--- src/rtl/netlist_bist_driver.sv ---
// Built-in self-test driver for a combinational netlist.
// An LFSR drives the netlist inputs and a MISR compacts the netlist outputs.
// After NUM_PAT captures, the signature is compared against golden_sig.
//
// Control handshake: start is a single-cycle request. It is accepted only in
// IDLE or DONE, on the rising edge where it is high. While busy is high, start
// is ignored. done stays high until the next accepted start. pass is
// meaningful only while done is high.
module netlist_bist_driver #(
  parameter int              IN_W      = 14,
  parameter int              OUT_W     = 8,
  parameter int              NUM_PAT   = 256,
  parameter logic [IN_W-1:0] LFSR_SEED = 14'h0001,
  parameter logic [IN_W-1:0] LFSR_TAPS = 14'h3802,
  parameter logic [OUT_W-1:0] MISR_TAPS = 8'hB8
) (
  input  logic             clk,
  input  logic             rst,
  input  logic             start,
  input  logic [OUT_W-1:0] golden_sig,
  input  logic [OUT_W-1:0] resp_in,
  output logic [IN_W-1:0]  pat_out,
  output logic             busy,
  output logic             done,
  output logic             pass,
  output logic [OUT_W-1:0] signature,
  output logic [1:0]       state_dbg
);

  typedef enum logic [1:0] {
    S_IDLE    = 2'd0,
    S_RUN     = 2'd1,
    S_COMPARE = 2'd2,
    S_DONE    = 2'd3
  } state_t;

  // An all-zero LFSR would lock up, so a zero seed is replaced by 1.
  localparam logic [IN_W-1:0] SEED_EFF =
    (LFSR_SEED == '0) ? {{(IN_W-1){1'b0}}, 1'b1} : LFSR_SEED;
  localparam logic [15:0] LAST_CNT = 16'(NUM_PAT - 1);

  state_t           state;
  state_t           state_n;
  logic [15:0]      count;
  logic [IN_W-1:0]  lfsr_n;
  logic [OUT_W-1:0] misr_n;
  logic             reload;
  logic             step;
  logic             do_cmp;

  // Next values of the pattern generator and signature register.
  always_comb begin
    lfsr_n = {pat_out[IN_W-2:0], ^(pat_out & LFSR_TAPS)};
    misr_n = {signature[OUT_W-2:0], ^(signature & MISR_TAPS)} ^ resp_in;
  end

  // State register.
  always_ff @(posedge clk or posedge rst) begin
    if (rst) begin
      state <= S_IDLE;
    end else begin
      state <= state_n;
    end
  end

  // Next-state logic and datapath control strobes.
  always_comb begin
    state_n = state;
    reload  = 1'b0;
    step    = 1'b0;
    do_cmp  = 1'b0;
    case (state)
      S_IDLE: begin
        if (start) begin
          state_n = S_RUN;
          reload  = 1'b1;
        end
      end
      S_RUN: begin
        // The response to the current pattern is captured on this edge.
        step = 1'b1;
        if (count == LAST_CNT) begin
          state_n = S_COMPARE;
        end
      end
      S_COMPARE: begin
        do_cmp  = 1'b1;
        state_n = S_DONE;
      end
      S_DONE: begin
        if (start) begin
          state_n = S_RUN;
          reload  = 1'b1;
        end
      end
      default: begin
        state_n = S_IDLE;
      end
    endcase
  end

  // Pattern LFSR, signature MISR, pattern counter and pass flag.
  always_ff @(posedge clk or posedge rst) begin
    if (rst) begin
      pat_out   <= SEED_EFF;
      signature <= '0;
      count     <= '0;
      pass      <= 1'b0;
    end else if (reload) begin
      pat_out   <= SEED_EFF;
      signature <= '0;
      count     <= '0;
      pass      <= 1'b0;
    end else if (step) begin
      pat_out   <= lfsr_n;
      signature <= misr_n;
      count     <= count + 16'd1;
    end else if (do_cmp) begin
      pass      <= (signature == golden_sig);
    end
  end

  // Status flags decoded from the registered state.
  always_comb begin
    busy      = (state == S_RUN) || (state == S_COMPARE);
    done      = (state == S_DONE);
    state_dbg = state;
  end

endmodule

--- config.mk ---
export PLATFORM = sky130hd
export DESIGN_NAME = netlist_bist_driver
export DESIGN_NICKNAME = d
export VERILOG_FILES = /design/src/rtl/netlist_bist_driver.sv
export SDC_FILE = /design/constraint.sdc
export NUM_CORES = 1
export LEC_CHECK = 0
export ABC_AREA = 1
export CAP_MARGIN = 25
export CORE_ASPECT_RATIO = 1.4
export CORE_MARGIN = 3
export CORE_UTILIZATION = 30
export CTS_CLUSTER_DIAMETER = 200
export DETAILED_ROUTE_END_ITERATION = 8
export PLACE_DENSITY_LB_ADDON = 0.2
export SKIP_LAST_GASP = 1
export SLEW_MARGIN = 10
export SYNTH_ARGS = -nofsm -noshare
export SYNTH_HDL_FRONTEND = slang
export SYNTH_SLANG_ARGS = --single-unit
--- constraint.sdc ---
create_clock -name clk -period 1.3 [get_ports clk]
set_input_delay 0.26 -clock clk [delete_from_list [all_inputs] [get_ports clk]]
set_output_delay 0.26 -clock clk [all_outputs]
set_load 0.05 [all_outputs]
==> reports/results.env, run 1 <==
OUTCOME='complete, but fails checks'
VIOLATIONS='negative setup slack'
GRT_USAGE_PCT=13.91
CTS_NUM_SINKS=41
CTS_BUFFER_DEPTH=2
SYNTH_COMPOUND_GATE_AREA_SHARE_PCT=10.30
YS_TOP_CELLS_BY_AREA='sky130_fd_sc_hd__dfrtp_1 (45%), sky130_fd_sc_hd__nand2_1 (8.9%), sky130_fd_sc_hd__inv_1 (5.6%)'
NUMCTSBUFFERS=5
POWER_LEAKAGE_nW=1.514
SYNTH_EDF_COUNT=0
DRTPASS1ITERATIONS=4
FINALHOLDVIOLATIONS=0
HOLD_CLASS='in2async'
P_CLK_SHARE_PCT=16.2
TOP_LEVEL_PORTS=46
VIAS=1964
FINALWIRELENGTH_UM=5465
SYNTHTOLAYOUTAREAGROWTH_PCT=54.76
START_UTIL_PCT=31.44
PLACE_AREA_UM2=3231
RR_ENDPOINT='count[15]'
DIEHEIGHT_UM=107.9
WORST_EP_ARRIVAL_TIME_NS=1.28
COMBINATIONAL_FAMILY_WITH_THE_MOST_AREA_AFTER_SYNTHESIS='simple AND/OR/NAND/NOR gates'
MAXCLOCKFREQUENCY_MHz=649.4
FINAL_LAYOUT_SIZE_SUFFIX_GT1_SHARE_PCT=27.98
P_PER_AREA_nW_PER_UM2=2264
YS_FF_LATCH=41
REGTOREGSETUPSLACK_NS=-0.16
DIEWIDTH_UM=78.76
CTS_TREE='built'
PORT-BUFFER-COUNT=45
POSTCTSHOLDBUFS=0
P_SW_W=0.003310
ROWS=36
FINAL.SETUP.TNS_NS=-4.506
GRT_SETUP_UNREPAIRED='true'
WORST-PATH-MAX-FANOUT=3
DRT_DRC_VIOLATIONS_LEFT=0
NETLIST.TOP_CELL.BY_AREA='sky130_fd_sc_hd__dfrtp_1'
ANTENNA_FOUND_INITIAL=0
SYNTH.AREA.MUX_SHARE_PCT=0
DETAILEDPLACE.WORSTSLACK_NS=-0.1783
FP.DIEAREA_UM2=8495
NETLIST_AREA_BEFORE_PLACEMENT_UM2=2223
MAXIMUM_NUMBER_OF_PINS_ON_ONE_NET_BEFORE_GLOBAL_ROUTE_REPAIR=42
NETLIST_TOP_CELLS_COUNT='sky130_fd_sc_hd__nand2_1 (53), sky130_fd_sc_hd__dfrtp_1 (40), sky130_fd_sc_hd__inv_1 (33)'
WORST_CLOCK_SKEW_NS=0.007592
ASYNC_FLOP_SHARE_PCT=100.0
MAXSLEWHEADROOM_PCT=82.46
TIMING_WORST_SLEW_PIN_VALUE_NS=0.2631
SYN_NETS=287
POWER.IR.VDD_WORST_V=0.001400
WORST_PATH_CLK_SLEW_NS=0.09
GRT.OVERFLOW.TOTAL=0
ROUTE.ANTENNA.REMAINING_NETS=0
WORSTREGTOREGCELLS=9
CRITICAL_PATH_CLASS='reg2out'
WORSTSETUPSTARTPOINTTYPE='register'
INSTANCES_NO_FILL=431
CLOCK_INSERTION_DELAY_WORST_SKEW_NS=0.30
DP.CELLS=419
CP.REQUIRED_NS=1.04
DRV_CAP=0
H-TREE-DEPTH=2
SYNTH_SIMPLE_GATE_AREA_SHARE_PCT=26.06
VIAS_PER_CELL=4.557
YOSYSWARNINGCOUNT=0
TIMING.FINAL.CRIT_PERIOD_NS=1.540
CLOCK_TREE.ROOT_CELL='sky130_fd_sc_hd__clkbuf_8'
POST_SYNTH_NUM_CELL_TYPES=32
SYN_INST=263
POWER.COMBINATIONAL.FRACTION_PCT=59.8
INTERNAL_POWER_W=0.004480
FILL_CELLS=699
TIMING.HOLD.WS_NS=0.3105
CRITICAL_PATH.ENDPOINT_TYPE='output port'
YS_SEQ_AREA_SHARE_PCT=46.20
POWER_SWITCHING_SHARE_PCT=42.49
GLOBAL_ROUTE_WIRE_LENGTH_BEFORE_REPAIR_UM=9363
SYNTH.TOP_CELL.AREA_SHARE_PCT=45.02
WIRE_PER_INST_UM=12.68
SETUP_VIOL=41
YOSYSMOSTFREQUENTCELL='sky130_fd_sc_hd__nand2_1'
FIRST_ITER_VIOLATIONS=70
FINAL_CLOCK_PERIOD_UTILIZATION_BY_THE_WORST_PATH_PCT=118.5
SYNTH_AREA_PER_CELL_UM2=8.454
FINISH.INSTANCE_AREA_UM2=3441
DOMINANTREGCELLSYNTH='sky130_fd_sc_hd__dfrtp_1'
MAX_SLEW_VIOLATION_COUNT=0
NUM_ANTENNA_CELLS=0
SYNTHXORXNORAREAFRAC_PCT=5.909
DESIGN.FINAL.NETS=359
FINALWEIGHTEDCONGESTION=0.8120
DETAIL_PLACEMENT_HPWL_UM=4053
COREAREA_UM2=7072
FINAL_WORST_SETUP_SLACK_NS=-0.2400
FIRST_GLOBAL_VIAS=2035
SYNTH-ADDER-AREA-SHARE_PCT=2.814
REGTOREGSTARTPOINT='state_dbg[1]'
SHARE_SEQ_OF_TOTAL_POWER_PCT=24.0
cells by family after synthesis:
kind of cell,count (synthesis)
AND/OR/NAND/NOR,120
buffers and inverters,43
flip-flops,41
AO/OA/AOI/OAI,39
XOR/XNOR,15
adder cells (fa/ha/maj),5
stage by stage:
stage          utilization, %  total power, W
3_3_place_gp            45.68        0.006284
5_1_grt                 48.66        0.008277
6_report                48.66        0.007789
3_5_place_dp            45.68        0.006303
4_1_cts                 48.44        0.007849
2_1_floorplan               -        0.004346
worst max-delay path, cell delays in order (launching register included):
cell	delay, ns
sky130_fd_sc_hd__dfrtp_2	0.44
sky130_fd_sc_hd__ha_4	0.29
sky130_fd_sc_hd__clkinvlp_4	0.10
sky130_fd_sc_hd__buf_12	0.16
power by group through the flow:
stage          registers (W)  clock network, W  logic, W
2_1_floorplan        0.00251                 0   0.00184
3_3_place_gp         0.00190                 0   0.00438
3_5_place_dp         0.00191                 0   0.00440
4_1_cts              0.00188           0.00129   0.00467
5_1_grt              0.00191           0.00135   0.00501
6_report             0.00187           0.00126   0.00466
sequential cells by signal, summed over array words and instances, names as in the netlist:
name / cells
signature: 8
pat_out: 14
state_dbg: 2
count: 16
pass: 1
placed cells by master, fill, tap and decap left out, types with 3 or more instances in the layout:
master / instances
sky130_fd_sc_hd__o21ai_0: 8
sky130_fd_sc_hd__inv_1: 31
sky130_fd_sc_hd__xnor2_1: 12
sky130_fd_sc_hd__nor2_2: 4
sky130_fd_sc_hd__o21bai_1: 3
sky130_fd_sc_hd__ha_1: 3
sky130_fd_sc_hd__xor2_1: 3
sky130_fd_sc_hd__nand2_1: 53
sky130_fd_sc_hd__o22ai_1: 16
sky130_fd_sc_hd__buf_4: 20
sky130_fd_sc_hd__nand4_1: 5
sky130_fd_sc_hd__nand3_1: 9
sky130_fd_sc_hd__clkdlybuf4s50_1: 18
sky130_fd_sc_hd__dfrtp_1: 38
sky130_fd_sc_hd__nor2_1: 22
sky130_fd_sc_hd__buf_6: 3
sky130_fd_sc_hd__nand2_2: 6
sky130_fd_sc_hd__clkbuf_8: 5
sky130_fd_sc_hd__nor3_1: 7
sky130_fd_sc_hd__buf_12: 29
sky130_fd_sc_hd__a21oi_1: 8
sky130_fd_sc_hd__nor2_4: 4
worst max path at each step:
stage | endpoint | cells past startpoint | slack [ns] | from
after floorplan | state_dbg[1] | 7 | -0.41 | state_dbg[0]
after global placement | count[9] | 8 | -0.15 | state_dbg[1]
after detailed placement | count[9] | 8 | -0.18 | state_dbg[1]
after CTS | busy | 3 | -0.26 | state_dbg[1]
after global routing | busy | 3 | -0.28 | state_dbg[1]
final | busy | 3 | -0.24 | state_dbg[1]
layer usage:
layer	GRT usage, %	vias to the layer above	routed length, um
met3	2.680	9	202
met5	0	-	0
met1	16.08	925	2255
met4	6.000	0	93
li1	-	992	-
met2	24.67	38	2913
layout make-up:
| cell class | instances | area, um2 | share of cell area [%] |
|---|---|---|---|
| sequential | 41 | 1030 | 29.93 |
| tap | 95 | 118.9 | 3.455 |
| inverter | 38 | 166.4 | 4.836 |
| timing repair buffer | 70 | 944.7 | 27.45 |
| clock buffer | 5 | 68.82 | 2.000 |
| multi-input combinational | 179 | 1044 | 30.33 |
| clock inverter | 3 | 68.82 | 2.000 |
repair_timing:
item                                    4_1_cts  5_1_grt
buffers inserted                              3        0
endpoints found under the setup margin       43       45
pin swaps                                     1        1
gates resized for setup                       8        5
cloned                                        1        0
(Power assumes the default switching activity.)
==> run 2, diff against run 1 <==
==> constraint.sdc (replaced) <==
create_clock -name clk -period 1.7 [get_ports clk]
set_input_delay 0.34 -clock clk [delete_from_list [all_inputs] [get_ports clk]]
set_output_delay 0.34 -clock clk [all_outputs]
set_load 0.05 [all_outputs]
==> reports/results.env, run 2 (same netlist as run 1, synthesis figures left out) <==
FILL_CELLS=738  # was 699
P_PER_AREA_nW_PER_UM2=1696  # was 2264 nW/um2
TIMING.FINAL.CRIT_PERIOD_NS=1.644
FIRST_GLOBAL_VIAS=1901  # was 2035
INTERNAL_POWER_W=0.002716  # was 0.004480 W
DIEWIDTH_UM=78.76  # unchanged
DRT_DRC_VIOLATIONS_LEFT=0  # unchanged
CTS_BUFFER_DEPTH=2  # unchanged
GLOBAL_ROUTE_WIRE_LENGTH_BEFORE_REPAIR_UM=8818  # was 9363 um
START_UTIL_PCT=31.44  # unchanged
FINAL_UTIL_PCT=42.11  # was 48.66%
P_CLK_SHARE_PCT=16.1  # was 16.2%
CRITICAL_PATH.ENDPOINT_TYPE='output port'  # unchanged
LAYOUT.CELLS.MOST_COMMON='sky130_fd_sc_hd__nand2_1'  # unchanged
VIAS=1877  # was 1964
MAXSLEWHEADROOM_PCT=78.69  # was 82.46%
PORT-BUFFER-COUNT=45  # unchanged
SETUP_VIOL=0  # was 41
CTS_NUM_SINKS=41  # unchanged
WORST_PATH_CLK_SLEW_NS=0.09  # about the same
VIAS_PER_CELL=4.534  # was 4.557
FINALHOLDVIOLATIONS=0  # unchanged
GRT_USAGE_PCT=12.90  # was 13.91%
POWER_SWITCHING_SHARE_PCT=46.22  # was 42.49%
FIRST_ITER_VIOLATIONS=54  # was 70
CTS_TREE='built'  # unchanged
CP.REQUIRED_NS=1.36  # was 1.04 ns
DETAIL_PLACEMENT_HPWL_UM=4023  # was 4053 um
WORST_CLOCK_SKEW_NS=0.006509  # was 0.007592 ns
REGTOREGSETUPSLACK_NS=0.13  # was -0.16 ns
WORST_EP_ARRIVAL_TIME_NS=1.30  # was 1.28 ns
DRV_CAP=0  # unchanged
WORST-PATH-MAX-FANOUT=5  # was 3
DESIGN.FINAL.NETS=342  # was 359
LARGEST_REGISTER_FF_COUNT=16  # unchanged
DETAILEDPLACE.WORSTSLACK_NS=-0.02685  # was -0.1783 ns
SHARE_SEQ_OF_TOTAL_POWER_PCT=28.0  # was 24.0%
POWER.IR.VDD_WORST_V=0.0006746  # was 0.001400 V
H-TREE-DEPTH=2  # unchanged
RR_ENDPOINT='pat_out[12]'  # was count[15]
FINAL_WORST_SETUP_SLACK_NS=0.05624  # was -0.2400 ns
DRTPASS1ITERATIONS=4  # unchanged
REGAREA_UM2=1030  # unchanged
AREA_OCCUPIED_BY_MULTI_INPUT_GATES_UM2=1017  # was 1044 um2
CLOCK_INSERTION_DELAY_WORST_SKEW_NS=0.29  # was 0.30 ns
TOTALPOWERFINAL_W=0.005050  # was 0.007789 W
POWER.COMBINATIONAL.FRACTION_PCT=55.9  # was 59.8%
OUTCOME='completed'  # was complete, but fails checks
HOLD_CLASS='in2async'  # unchanged
POWER_LEAKAGE_nW=1.342  # was 1.514 nW
CLOCK_TREE.ROOT_CELL='sky130_fd_sc_hd__clkbuf_8'  # unchanged
FINAL_CLOCK_PERIOD_UTILIZATION_BY_THE_WORST_PATH_PCT=96.69
MAXCLOCKFREQUENCY_MHz=608.4
FP.DIEAREA_UM2=8495  # unchanged
TIMING_WORST_SLEW_PIN_VALUE_NS=0.3192  # was 0.2631 ns
FINAL_LAYOUT_SIZE_SUFFIX_GT1_SHARE_PCT=22.88  # was 27.98%
DIEHEIGHT_UM=107.9  # unchanged
WORSTREGTOREGCELLS=6  # was 9
FINALWEIGHTEDCONGESTION=0.8471  # was 0.8120
NUM_ANTENNA_CELLS=0  # unchanged
TOP_LEVEL_PORTS=46  # unchanged
CRITICAL_PATH_CLASS='reg2out'  # unchanged
REG_TOP3='count x16, pat_out x14, signature x8'  # unchanged
MAX_SLEW_VIOLATION_COUNT=0  # unchanged
TOP_REGISTER='count'  # unchanged
ROWS=36  # unchanged
COREAREA_UM2=7072  # unchanged
NUMCTSBUFFERS=5  # unchanged
ANTENNA_FOUND_INITIAL=0  # unchanged
ROUTE.ANTENNA.REMAINING_NETS=0  # unchanged
FINALWIRELENGTH_UM=5202  # was 5465 um
REGTOREGSTARTPOINT='state_dbg[1]'  # unchanged
P_SW_W=0.002334  # was 0.003310 W
GRT_SETUP_UNREPAIRED='false'  # was true
MOST-COMMON-LAYOUT-CELLS='sky130_fd_sc_hd__nand2_1 (53), sky130_fd_sc_hd__dfrtp_1 (38), sky130_fd_sc_hd__inv_1 (31), sky130_fd_sc_hd__buf_4 (27), sky130_fd_sc_hd__nor2_1 (24)'  # was sky130_fd_sc_hd__nand2_1 (53), sky130_fd_sc_hd__dfrtp_1 (38), sky130_fd_sc_hd__inv_1 (31), sky130_fd_sc_hd__buf_12 (29), sky130_fd_sc_hd__nor2_1 (22)
WIRE_PER_INST_UM=12.57  # was 12.68 um
POSTCTSHOLDBUFS=0  # unchanged
WORSTSETUPSTARTPOINTTYPE='register'  # unchanged
GRT.OVERFLOW.TOTAL=0  # unchanged
SYNTHTOLAYOUTAREAGROWTH_PCT=33.93  # was 54.76%
MAXIMUM_NUMBER_OF_PINS_ON_ONE_NET_BEFORE_GLOBAL_ROUTE_REPAIR=42  # unchanged
[run 2: cell types whose count changed in the layout (fill, tap and decap cells not counted), sizes merged]
cell and change:
buf -17, bufinv -1, clkinv +1, clkinvlp +1, inv -1
[run 2: metal layers]
metal / vias up / GRT usage [%] / part of all wire (%)
li1: 961 / - / -
met1: 879 / 14.94 / 42
met2: 33 / 23.88 / 53
met3: 4 / 2.764 / 3.9
met4: 0 / 3.000 / 0.87
met5: - / 0 / 0
[run 2: power by group through the flow]
stage | clock network, W | registers [W] | logic [W]
after CTS | 0.000838 | 0.00143 | 0.00283
after detailed placement | 0 | 0.00144 | 0.00283
after global placement | 0 | 0.00144 | 0.00282
after global routing | 0.000875 | 0.00145 | 0.00306
final | 0.000813 | 0.00141 | 0.00282
after floorplan | 0 | 0.00192 | 0.00138
[run 2: worst max-delay path by stage]
| stage | from | end |
|---|---|---|
| floorplan | state_dbg[0] | state_dbg[1] |
| global placement | start | signature[1] |
| detailed placement | start | signature[6] |
| CTS | state_dbg[0] | busy |
| global route | state_dbg[0] | busy |
| finish | state_dbg[1] | busy |
[run 2: layout make-up]
class	count	area share, %
Clock buffer	5	2.311
Clock inverter	3	1.555
Inverter	38	5.168
Multi-Input combinational cell	179	34.16
Sequential cell	41	34.58
Tap cell	95	3.992
Timing Repair Buffer	53	18.24
[run 2: what timing repair did]
action / 4_1_cts / 5_1_grt
gates resized for setup: 0 / 0
buffers inserted: 0 / 2
setup endpoints to repair: 0 / 12
endpoints found under the hold margin: 0 / 0
[run 2: stage by stage]
step / TNS, ns / hold WS, ns / cells / instance area [um2]
finish: 0 / 0.4001 / 414 / 2978
detailed placement: -0.1779 / 0.4865 / 404 / 2848
floorplan: -0.01243 / 0.5029 / 263 / 2245
CTS: 0 / 0.4122 / 412 / 2963
global placement: 0 / 0.4653 / 404 / 2848
global route: 0 / 0.4250 / 414 / 2978
[run 2: critical path, cell delays in order, from the launching register on]
cell,delay (ns)
sky130_fd_sc_hd__dfrtp_2,0.46
sky130_fd_sc_hd__ha_4,0.30
sky130_fd_sc_hd__clkinvlp_4,0.10
sky130_fd_sc_hd__buf_12,0.15
==> run 3, diff against run 2 <==
--- a/config.mk
+++ b/config.mk
@@ -13,6 +13,7 @@
 export CTS_CLUSTER_DIAMETER = 200
 export DETAILED_ROUTE_END_ITERATION = 8
 export PLACE_DENSITY_LB_ADDON = 0.2
+export SETUP_SLACK_MARGIN = 0.3
 export SKIP_LAST_GASP = 1
 export SLEW_MARGIN = 10
 export SYNTH_ARGS = -nofsm -noshare
==> constraint.sdc (replaced) <==
create_clock -name clk -period 1.5 [get_ports clk]
set_input_delay 0.3 -clock clk [delete_from_list [all_inputs] [get_ports clk]]
set_output_delay 0.3 -clock clk [all_outputs]
set_load 0.05 [all_outputs]
==> reports/results.env, run 3 (same netlist as run 1, synthesis figures left out) <==
OUTCOME='complete, but fails checks'  # was completed
VIOLATIONS='negative setup slack'
GLOBALROUTEMET1UTIL_PCT=17.38  # was 14.94%
GRT_SETUP_UNREPAIRED='true'  # was false
GRTUSAGEMET3_PCT=2.764  # unchanged
ANTENNA_FOUND_INITIAL=0  # unchanged
DIEHEIGHT_UM=107.9  # unchanged
WIRE_PER_INST_UM=13.95  # was 12.57 um
SETUP_VIOL=26  # was 0
LAYOUT.CELLS.MOST_COMMON='sky130_fd_sc_hd__nand2_1'  # unchanged
CP.REQUIRED_NS=1.20  # was 1.36 ns
FINAL_LAYOUT_SIZE_SUFFIX_GT1_SHARE_PCT=45.98  # was 22.88%
GRT_USAGE_PCT=15.03  # was 12.90%
WORST_CLOCK_SKEW_NS=0.003897  # was 0.006509 ns
AREA_OCCUPIED_BY_MULTI_INPUT_GATES_UM2=1275  # was 1017 um2
CLOCK_TREE.ROOT_CELL='sky130_fd_sc_hd__clkbuf_8'  # unchanged
H-TREE-DEPTH=2  # unchanged
CTS_TREE='built'  # unchanged
ROUTE.ANTENNA.REMAINING_NETS=0  # unchanged
INSTANCES_NO_FILL=456  # was 414
PLACE_AREA_UM2=3189  # was 2848 um2
GLOBAL_ROUTE_WIRE_LENGTH_BEFORE_REPAIR_UM=10090  # was 8818 um
FINALWIRELENGTH_UM=6359  # was 5202 um
CRITICAL_PATH.ENDPOINT_TYPE='output port'  # unchanged
MOST-COMMON-LAYOUT-CELLS='sky130_fd_sc_hd__nand2_1 (47), sky130_fd_sc_hd__buf_12 (31), sky130_fd_sc_hd__inv_1 (30), sky130_fd_sc_hd__dfrtp_1 (30), sky130_fd_sc_hd__buf_4 (27)'  # was sky130_fd_sc_hd__nand2_1 (53), sky130_fd_sc_hd__dfrtp_1 (38), sky130_fd_sc_hd__inv_1 (31), sky130_fd_sc_hd__buf_4 (27), sky130_fd_sc_hd__nor2_1 (24)
TIMING_WORST_SLEW_PIN_VALUE_NS=0.2491  # was 0.3192 ns
ROWS=36  # unchanged
FIRST_GLOBAL_VIAS=2169  # was 1901
DRTPASS1ITERATIONS=4  # unchanged
CTS_NUM_SINKS=41  # unchanged
TOP_REGISTER='count'  # unchanged
DP.CELLS=413  # was 404
FINALHOLDVIOLATIONS=0  # unchanged
DRT_DRC_VIOLATIONS_LEFT=0  # unchanged
TOP_LEVEL_PORTS=46  # unchanged
CTS_BUFFER_DEPTH=2  # unchanged
FINALWEIGHTEDCONGESTION=0.8381  # was 0.8471
P_PER_AREA_nW_PER_UM2=2041  # was 1696 nW/um2
WORSTSETUPSTARTPOINTTYPE='register'  # unchanged
LARGEST_REGISTER_FF_COUNT=16  # unchanged
GRT-BUSIEST-LAYER='met2'  # unchanged
FILL_CELLS=608  # was 738
FINAL_CLOCK_PERIOD_UTILIZATION_BY_THE_WORST_PATH_PCT=106.5
PORT-BUFFER-COUNT=45  # unchanged
START_UTIL_PCT=31.44  # unchanged
WORSTREGTOREGCELLS=8  # was 6
MAXIMUM_NUMBER_OF_PINS_ON_ONE_NET_BEFORE_GLOBAL_ROUTE_REPAIR=42  # unchanged
CRITICAL_PATH_CLASS='reg2out'  # unchanged
POWER.IR.VDD_WORST_V=0.001125  # was 0.0006746 V
NUMCTSBUFFERS=5  # unchanged
DIEWIDTH_UM=78.76  # unchanged
TOTALPOWERFINAL_W=0.008067  # was 0.005050 W
FINAL_UTIL_PCT=55.89  # was 42.11%
WORST_EP_ARRIVAL_TIME_NS=1.30  # about the same
SYNTHTOLAYOUTAREAGROWTH_PCT=77.77  # was 33.93%
GRT.OVERFLOW.TOTAL=0  # unchanged
MAX_SLEW_VIOLATION_COUNT=0  # unchanged
REG_TOP3='count x16, pat_out x14, signature x8'  # unchanged
WORST_PATH_CLK_SLEW_NS=0.09  # about the same
POSTCTSHOLDBUFS=0  # unchanged
DETAIL_PLACEMENT_HPWL_UM=4051  # was 4023 um
VIAS=2142  # was 1877
TIMING.FINAL.CRIT_PERIOD_NS=1.598
COREAREA_UM2=7072  # unchanged
HOLD_CLASS='in2async'  # unchanged
REGAREA_UM2=1040  # was 1030 um2
MAXSLEWHEADROOM_PCT=83.33  # was 78.69%
GRT_UTIL_MET2_PCT=27.16  # was 23.88%
DRV_CAP=0  # unchanged
VIAS_PER_CELL=4.697  # was 4.534
MAXCLOCKFREQUENCY_MHz=625.9
FIRST_ITER_VIOLATIONS=89  # was 54
DESIGN.FINAL.NETS=384  # was 342
WORST-PATH-MAX-FANOUT=3  # was 5
FP.DIEAREA_UM2=8495  # unchanged
FINAL_WORST_SETUP_SLACK_NS=-0.09769  # was 0.05624 ns
POWER_LEAKAGE_nW=1.674  # was 1.342 nW
CLOCK_INSERTION_DELAY_WORST_SKEW_NS=0.30  # was 0.29 ns
FINISH.INSTANCE_AREA_UM2=3953  # was 2978 um2
NUM_ANTENNA_CELLS=0  # unchanged
-- run 3: routing by layer --
layer	share of wire, %	vias up
met3	4.1	13
met1	39	1027
met5	0	-
li1	-	1045
met2	54	57
met4	2.8	0
-- run 3: final timing paths --
| kind | startpoint | slack [ns] | endpoint |
|---|---|---|---|
| worst max-delay path | state_dbg[1] | -0.1 | busy |
| max in group asynchronous | rst | 0.85 | pat_out[0] |
| worst min register to register | pass | 0.55 | pass |
| min in group clk | pass | 0.55 | pass |
| worst min-delay path | rst | 0.38 | count[6] |
| worst max register to register | state_dbg[1] | -0.08 | count[3] |
-- run 3: per-stage QoR --
stage          setup WS [ns]  hold WS, ns  setup TNS, ns
2_1_floorplan        -0.2104       0.2847        -0.9906
3_3_place_gp         0.01010       0.5333              0
3_5_place_dp        -0.01716       0.5481       -0.01716
4_1_cts             -0.09256       0.3905         -1.103
5_1_grt              -0.1324       0.4021         -2.530
6_report            -0.09769       0.3818         -1.215
-- run 3: area by class of cell --
cell class	count	area share (%)
Clock buffer	5	1.741
Sequential cell	41	26.31
Timing Repair Buffer	92	30.48
Inverter	38	4.717
Multi-Input combinational cell	180	32.26
Tap cell	95	3.007
Clock inverter	3	1.171
Timing Repair inverter	2	0.3166
-- run 3: worst max-delay path: stages, from the launching register on --
cell	delay, ns
sky130_fd_sc_hd__dfrtp_2	0.45
sky130_fd_sc_hd__ha_4	0.29
sky130_fd_sc_hd__clkinvlp_4	0.10
sky130_fd_sc_hd__buf_12	0.16
-- run 3: power breakdown --
part / total [W] / switching, W / internal, W
Sequential: 0.00161 / 0.000256 / 0.00136
Combinational: 0.00552 / 0.00280 / 0.00272
Clock: 0.000934 / 0.000435 / 0.000499
-- run 3: what timing repair did --
action,CTS,global route
setup buffers,25,6
resized for setup,49,46
endpoints found under the hold margin,0,0
cloned,2,2
pin swaps,6,19
endpoints found under the setup margin,58,67
